`src/rtl/command_executor.sv`:
```
// Executes the planner's per-node command list: turn or go straight at each node,
// follow the line to the next debounced node, advance the command index, repeat.
module command_executor #(
    parameter int TURN_CYCLES     = 25_000_000,
    parameter int UTURN_CYCLES    = 50_000_000,
    parameter int DEBOUNCE_CYCLES = 50_000,
    parameter int BLIND_CYCLES    = 500_000,
    parameter int SETTLE_CYCLES   = 4
) (
    input  logic       clk_50,
    input  logic       rst_n,
    input  logic [2:0] robo_command,
    input  logic       replan,
    input  logic       node_raw,
    output logic [5:0] counter,
    output logic [1:0] turn_dir,
    output logic       line_follow_en,
    output logic       node_pulse,
    output logic       busy,
    output logic       cmd_err
);

    localparam int TMAX = (UTURN_CYCLES > TURN_CYCLES) ? UTURN_CYCLES : TURN_CYCLES;
    localparam int TW   = $clog2(TMAX + 1);
    localparam int BW   = $clog2(BLIND_CYCLES + 1);
    localparam int DW   = $clog2(DEBOUNCE_CYCLES + 1);
    localparam int SW   = $clog2(SETTLE_CYCLES + 1);

    typedef enum logic [1:0] {S_STOP, S_TURN, S_FOLLOW, S_ADVANCE} state_t;

    state_t          state_q;
    logic [5:0]      counter_q;
    logic [5:0]      counter_d;
    logic [1:0]      turn_dir_q;
    logic [1:0]      dispatch_dir_d;
    logic            line_follow_en_q;
    logic            node_pulse_q;
    logic            busy_q;
    logic            cmd_err_q;
    logic [TW-1:0]   timer_q;
    logic [BW-1:0]   blind_q;
    logic [SW-1:0]   settle_q;

    logic [1:0]      sync_q;
    logic            deb_q;
    logic            deb_prev_q;
    logic [DW-1:0]   deb_cnt_q;
    logic            node_evt_q;

    // Synchronizer, debouncer and registered rising-edge detector for the node sensor.
    always_ff @(posedge clk_50 or negedge rst_n) begin
        if (!rst_n) begin
            sync_q     <= 2'b00;
            deb_q      <= 1'b0;
            deb_prev_q <= 1'b0;
            deb_cnt_q  <= '0;
            node_evt_q <= 1'b0;
        end else begin
            sync_q <= {sync_q[0], node_raw};
            if (sync_q[1] != deb_q) begin
                if (deb_cnt_q == DW'(DEBOUNCE_CYCLES - 1)) begin
                    deb_q     <= sync_q[1];
                    deb_cnt_q <= '0;
                end else begin
                    deb_cnt_q <= deb_cnt_q + DW'(1);
                end
            end else begin
                deb_cnt_q <= '0;
            end
            deb_prev_q <= deb_q;
            node_evt_q <= deb_q & ~deb_prev_q;
        end
    end

    assign counter_d = (counter_q == 6'd63) ? counter_q : counter_q + 6'd1;

    always_comb begin
        dispatch_dir_d = 2'b00;
        case (robo_command)
            3'd2:    dispatch_dir_d = 2'b01;
            3'd3:    dispatch_dir_d = 2'b10;
            3'd4:    dispatch_dir_d = 2'b11;
            default: dispatch_dir_d = 2'b00;
        endcase
    end

    always_ff @(posedge clk_50 or negedge rst_n) begin
        if (!rst_n) begin
            state_q          <= S_STOP;
            counter_q        <= '0;
            turn_dir_q       <= 2'b00;
            line_follow_en_q <= 1'b0;
            node_pulse_q     <= 1'b0;
            busy_q           <= 1'b0;
            cmd_err_q        <= 1'b0;
            timer_q          <= '0;
            blind_q          <= '0;
            settle_q         <= '0;
        end else begin
            node_pulse_q <= 1'b0;
            case (state_q)
                S_STOP: begin
                    if (replan) begin
                        counter_q <= '0;
                        settle_q  <= SW'(SETTLE_CYCLES);
                    end else if (settle_q != '0) begin
                        // The planner may still present its old table here.
                        settle_q <= settle_q - SW'(1);
                    end else begin
                        case (robo_command)
                            3'd0: ;
                            3'd1: begin
                                state_q          <= S_FOLLOW;
                                line_follow_en_q <= 1'b1;
                                busy_q           <= 1'b1;
                                blind_q          <= BW'(BLIND_CYCLES);
                            end
                            3'd2, 3'd3, 3'd4: begin
                                state_q    <= S_TURN;
                                busy_q     <= 1'b1;
                                turn_dir_q <= dispatch_dir_d;
                                timer_q    <= (robo_command == 3'd4) ? TW'(UTURN_CYCLES - 1)
                                                                     : TW'(TURN_CYCLES - 1);
                            end
                            default: cmd_err_q <= 1'b1;
                        endcase
                    end
                end
                S_TURN: begin
                    if (timer_q == '0) begin
                        state_q          <= S_FOLLOW;
                        turn_dir_q       <= 2'b00;
                        line_follow_en_q <= 1'b1;
                        blind_q          <= BW'(BLIND_CYCLES);
                    end else begin
                        timer_q <= timer_q - TW'(1);
                    end
                end
                S_FOLLOW: begin
                    if (blind_q != '0) begin
                        blind_q <= blind_q - BW'(1);
                    end else if (node_evt_q) begin
                        state_q          <= S_ADVANCE;
                        counter_q        <= counter_d;
                        node_pulse_q     <= 1'b1;
                        line_follow_en_q <= 1'b0;
                    end
                end
                default: begin
                    state_q <= S_STOP;
                    busy_q  <= 1'b0;
                end
            endcase
        end
    end

    assign counter        = counter_q;
    assign turn_dir       = turn_dir_q;
    assign line_follow_en = line_follow_en_q;
    assign node_pulse     = node_pulse_q;
    assign busy           = busy_q;
    assign cmd_err        = cmd_err_q;

endmodule

```
`config.mk`:
```
export PLATFORM = sky130hd
export DESIGN_NAME = command_executor
export DESIGN_NICKNAME = d
export VERILOG_FILES = /design/src/rtl/command_executor.sv
export SDC_FILE = /design/constraint.sdc
export NUM_CORES = 1
export LEC_CHECK = 0
export CAP_MARGIN = 15
export CORE_ASPECT_RATIO = 1.5
export CORE_MARGIN = 5
export CORE_UTILIZATION = 46
export CTS_BUF_LIST = sky130_fd_sc_hd__clkbuf_16
export CTS_CLUSTER_SIZE = 12
export DETAILED_ROUTE_END_ITERATION = 6
export PLACE_DENSITY_LB_ADDON = 0.05
export SETUP_SLACK_MARGIN = 0.5
export SLEW_MARGIN = 20
export SYNTH_ARGS = -nofsm -noshare
export SYNTH_HDL_FRONTEND = slang
export SYNTH_SLANG_ARGS = --single-unit
```
`constraint.sdc`:
```
create_clock -name clk_50 -period 3 [get_ports clk_50]
set_input_delay 0.6 -clock clk_50 [delete_from_list [all_inputs] [get_ports clk_50]]
set_output_delay 0.6 -clock clk_50 [all_outputs]
set_load 0.1 [all_outputs]
```
======== Word-level counts from Yosys, hierarchy flattened ========
Index checks and enable logic that the tools add are counted.
cells by class
  muxes and demuxes ....................... 48
  bitwise gates (word level) .............. 6
  add/subtract/negate cells ............... 5
  reductions and logical operators ........ 23
  eq/ne operators ......................... 22
operators by type and width
  kind                                                                    count
  26-bit two-way mux                                                      5
  19-bit two-way mux                                                      5
  19-bit case mux with 3 select lines                                     1
  26-bit case mux with 2 select lines                                     1
  16-bit two-way mux                                                      2
  26-bit zero test                                                        1
  26-bit by 1-bit subtractor with 26-bit output (second input constant)   1
  6-bit two-way mux                                                       4
  2-bit != test (second input constant)                                   10
  19-bit nonzero test                                                     1
  19-bit by 1-bit subtractor with 19-bit output (second input constant)   1
  2-bit two-way mux                                                       9
  16-bit by 1-bit adder with 16-bit output (second input constant)        1
  16-bit equality test (second input constant)                            1
  5-bit AND reduction                                                     3
  1-bit two-way mux                                                       12
  2-bit case mux with 3 select lines                                      2
  6-bit case mux with 2 select lines                                      1
  6-bit AND reduction                                                     2
  2-bit case mux with 2 select lines                                      2
  4-bit AND reduction                                                     2
  7-bit AND reduction                                                     1
  6-bit by 1-bit adder with 6-bit output (second input constant)          1
  3-bit by 2-bit equality test with 1-bit output (second input constant)  2
  other kinds (23)                                                        33
storage, ports and cells
  register bits after elaboration ......... 83
  logic and storage cells ................. 119
  output and inout bits ................... 12

======== Depth between registers and ports, before layout ========
  depth in word-level cells ............... 6
  mapped depth ............................ 9
  mapped depth without buffers ............ 7

======== Worst setup path after synthesis ========
OpenSTA, ideal clock, no wires.
  kind .................................... register -> register
  start ................................... register counter_q[0], in the netlist counter[0]
  end ..................................... register counter_q[5], in the netlist counter[5]
  slack ................................... 586 ps
  required time ........................... 2,874 ps
  path buffers ............................ 1
  cell stages (with the launch flop) ...... 7
  period minus slack after synthesis ...... 2,414 ps
  arrival time ............................ 2,288 ps
  path through ............................ dfrtp_1 ha_1 nand3_1 o21ai_0 clkbuf_1 nor3_1 a221o_1
between the ends
  cells in the longest elaborated chain, start to end .. 5
  elaborated cells between the ends (all ways) .. 8
  those cells by class .................... add/sub: 1; eq/ne: 2; mux: 4; reduce/logical: 1
ends and longest elaborated chain
  item                                    line  RTL
  start: declaration                      32    logic [5:0] counter_q;
  start signal: assignment                144   counter_q <= counter_d;
  6-bit by 1-bit adder with 6-bit output  75    assign counter_d = (counter_q == 6'd63) ? counter_q : counter_q + 6'd1;
  6-bit two-way mux                       75
  6-bit two-way mux                       142   end else if (node_evt_q) begin
  6-bit two-way mux                       140   if (blind_q != '0) begin
  6-bit case mux with 2 select lines      101   case (state_q)
Several ways; a longest one is shown, not always the timed one. The select of a mux whose other input is x is not followed.
A chain may end at the register's enable or synchronous reset.

======== Worst setup path after layout ========
  start ................................... input port robo_command[1]
  end ..................................... register blind_q[1]
between the ends
  cells in the longest elaborated chain, start to end .. 3
ends and longest elaborated chain
  item                                                       line  RTL
  start: declaration                                         12    input logic [2:0] robo_command,
  3-bit by 1-bit equality test with 1-bit output             110   case (robo_command)
  2-bit by 1-bit != test with 1-bit output (no source line)  -
  6-bit AND reduction (no source line)                       -
  end signal: assignment                                     116   blind_q <= BW'(BLIND_CYCLES);
  end signal: assignment                                     134   blind_q <= BW'(BLIND_CYCLES);
  end signal: assignment                                     141   blind_q <= blind_q - BW'(1);
  end: declaration                                           41    logic [BW-1:0] blind_q;
Every way passes these cells.

==> flow_summary.ini <==
[setup_path]
rrSetupSlack_ps = 620
crit_type = in2reg
required_ps = 3200
crit_path_start_kind = primary input
cp_max_fo = 7
cp-end-kind = register
critPathArrivalTime_ps = 2580

[routing]
drc_errors = 0
drt-wirelength-per-cell_um = 17.4
ant_nets = 0
first_iter_violations = 153
vias = 4316
wirelength_mm = 12.5
viasPerCell = 5.99
drtPass1Iterations = 5

[layout]
mostFrequentLayoutCells = 83 x dfrtp_1, 49 x nand2_1, 47 x nor2_1
drive_gt1_share_pct = 16.9
n_antenna_cell = 0
syn2layout_area_growth_pct = 14.8
fin_util_pct = 53.4
mostFrequentLayoutCell = dfrtp_1
fin_nets = 586
fin_cells = 721

[synth]
synth-xor-area-share_pct = 2.93
synth_edf_count = 0
ys_types = 85
synth_simple_gate_area_share_pct = 27.7
synth_flop_cell = dfrtp_1
muxShareOfSynthArea_pct = 2.09
synth_adder_area_share_pct = 2.46
synth_largest_area_cell = dfrtp_1
seq_area_frac_synth_pct = 40.8
yosysTopAreaCellShare_pct = 40.8
ys_ff_latch = 83
synth_compound_area_share_pct = 19.7
postSynth.asyncResetShare_pct = 100
synthesis.nets = 559
syn_avg_cell_area_um2 = 9.38
netlist_area_mm2 = 0.00509
postSynthCellCount = 542
synth_top_family_by_area = simple AND/OR/NAND/NOR gates
synth_area_leaders = dfrtp_1 41%, nand2_1 3.6%, nor2_1 3.5%, o31ai_1 3.4%, ha_1 2.5%
synth_warnings = 0

[die]
start_util_pct = 46.5
die_width_um = 95.9
die_h_um = 139
core_area_mm2 = 0.0109
ios = 19
die-area_mm2 = 0.0133
row_count = 47

[cts]
path_clk_slew_ps = 70
numCtsBuffers = 9
clockBufferDepth = 2
htree_num_levels = 3
cts_tree = built
clk_latency_ps = 330
cts-root-buf = clkbuf_16
hold_buffers = 0
clock-sinks = 83

[grt]
grt_max_degree = 48
track_usage_pct = 19.6
grt_pass1_wl_mm = 21.1
antenna_found_initial = 0
overflow = 0
grt_pass1_vias = 4201

[sta]
rsz0062_at_grt = yes
final-hold-violation-count = 0
finClkSkew_ps = 7.88
worst_pin_slew_ps = 798
tns_ps = 0
post-route-min-period_ps = 2380
timing.final.crit_share_pct = 79.4
maxSlewHeadroom_pct = 46.8
setup_viol = 0
drv_slew = 0
fmax_mhz = 420

[pwr]
p_total_w = 0.00233
worst_ir_drop_vdd_v = 0.000283
leakagePower_nw = 2.37
power_density_mw_per_mm2 = 398

[run_status]
outcome = finished clean

[hold_path]
hp-class = in2async

[placed_design]
hpwlAfterDp_mm = 8.85
numPlacedInstances = 703
io_buffers = 18
gp_congestion = 0.873

[flow_run]
drv_cap = 0
## logic make-up (layout without fill, tap and decap cells)
kind of cell,after synthesis,in the layout
compound gates,132,132
xor+xnor,17,17
fa+ha+maj,10,10
buf+inv,50,82
flops,83,83
mux,10,10
simple gates,240,240
## through the flow
step,setup WS [ps],hold slack [ps],cell area [µm²]
2_1_floorplan,586,304,5090
3_3_place_gp,323,338,5480
3_5_place_dp,252,344,5480
4_1_cts,552,240,5790
5_1_grt,493,256,5840
6_report,618,224,5840
## layer usage
metal | up-vias | share of wire (%) | track usage (%)
met3 | 10 | 3.1 | 2.66
met2 | 68 | 52 | 33.4
met5 | - | 0 | 0
met4 | 0 | 1.1 | 5.47
met1 | 2135 | 44 | 25.8
li1 | 2103 | - | -
## critical path, stage by stage
cell	delay, ps
clkdlybuf4s50_1	480
or3b_1	420
a21o_1	230
a41o_1	290
buf_4	200
o31ai_1	260
o31ai_2	110
## synth_stat cells, types with 6 or more instances
cell type  count
a31oi_1       11
inv_1         20
a21oi_1       14
clkbuf_1      17
nor4_1        17
nand3_1       21
o211ai_1       6
nor2_1        47
o21ai_0       13
o31ai_1       23
or3_1          6
and3_1         7
dfrtp_1       83
nand2_1       49
a211oi_1       6
xnor2_1        6
nor3_1        21
nand4_1       10
buf_2          7
xor2_1        11
ha_1          10
nand3b_1       6
## repair_timing
action                                  4_1_cts  5_1_grt
endpoints found under the setup margin       12       10
gates resized for setup                       2        6
buffers inserted                              0        2
pin swaps                                     0        1
## cell type report
cell class                      count  area, µm²
Fill cell                        1030       5100
Clock inverter                      7       76.3
Sequential cell                    83       2080
Inverter                           20       75.1
Multi-Input combinational cell    409       2830
Clock buffer                        9        225
Timing Repair Buffer               46        373
Tap cell                          147        184
## registers in the layout (all words and copies together), names as in the netlist
name,cells
deb_q,1
deb_prev_q,1
node_pulse,1
state_q,2
settle_q,3
line_follow_en,1
counter,6
turn_dir,2
cmd_err,1
node_evt_q,1
timer_q,26
blind_q,19
sync_q,2
deb_cnt_q,16
busy,1
## report_power, final
part           total (W)  switching (W)  internal, W
Sequential       0.00113     0.00000422      0.00112
Combinational  0.0000731      0.0000506    0.0000225
Clock            0.00112       0.000472     0.000651
Total            0.00233       0.000527      0.00180
## path summary, 6_finish.rpt
check | startpoint | depth (start not counted) | to
min in group clk_50 | sync_q[0] | 0 | sync_q[1]
setup reg to reg | timer_q[6] | 6 | timer_q[17]
max in group asynchronous | rst_n | 2 | timer_q[10]
setup / recovery | robo_command[1] | 7 | blind_q[1]
hold reg to reg | sync_q[0] | 0 | sync_q[1]
hold / removal | rst_n | 1 | node_pulse
Power figures use the tool's default switching activity.
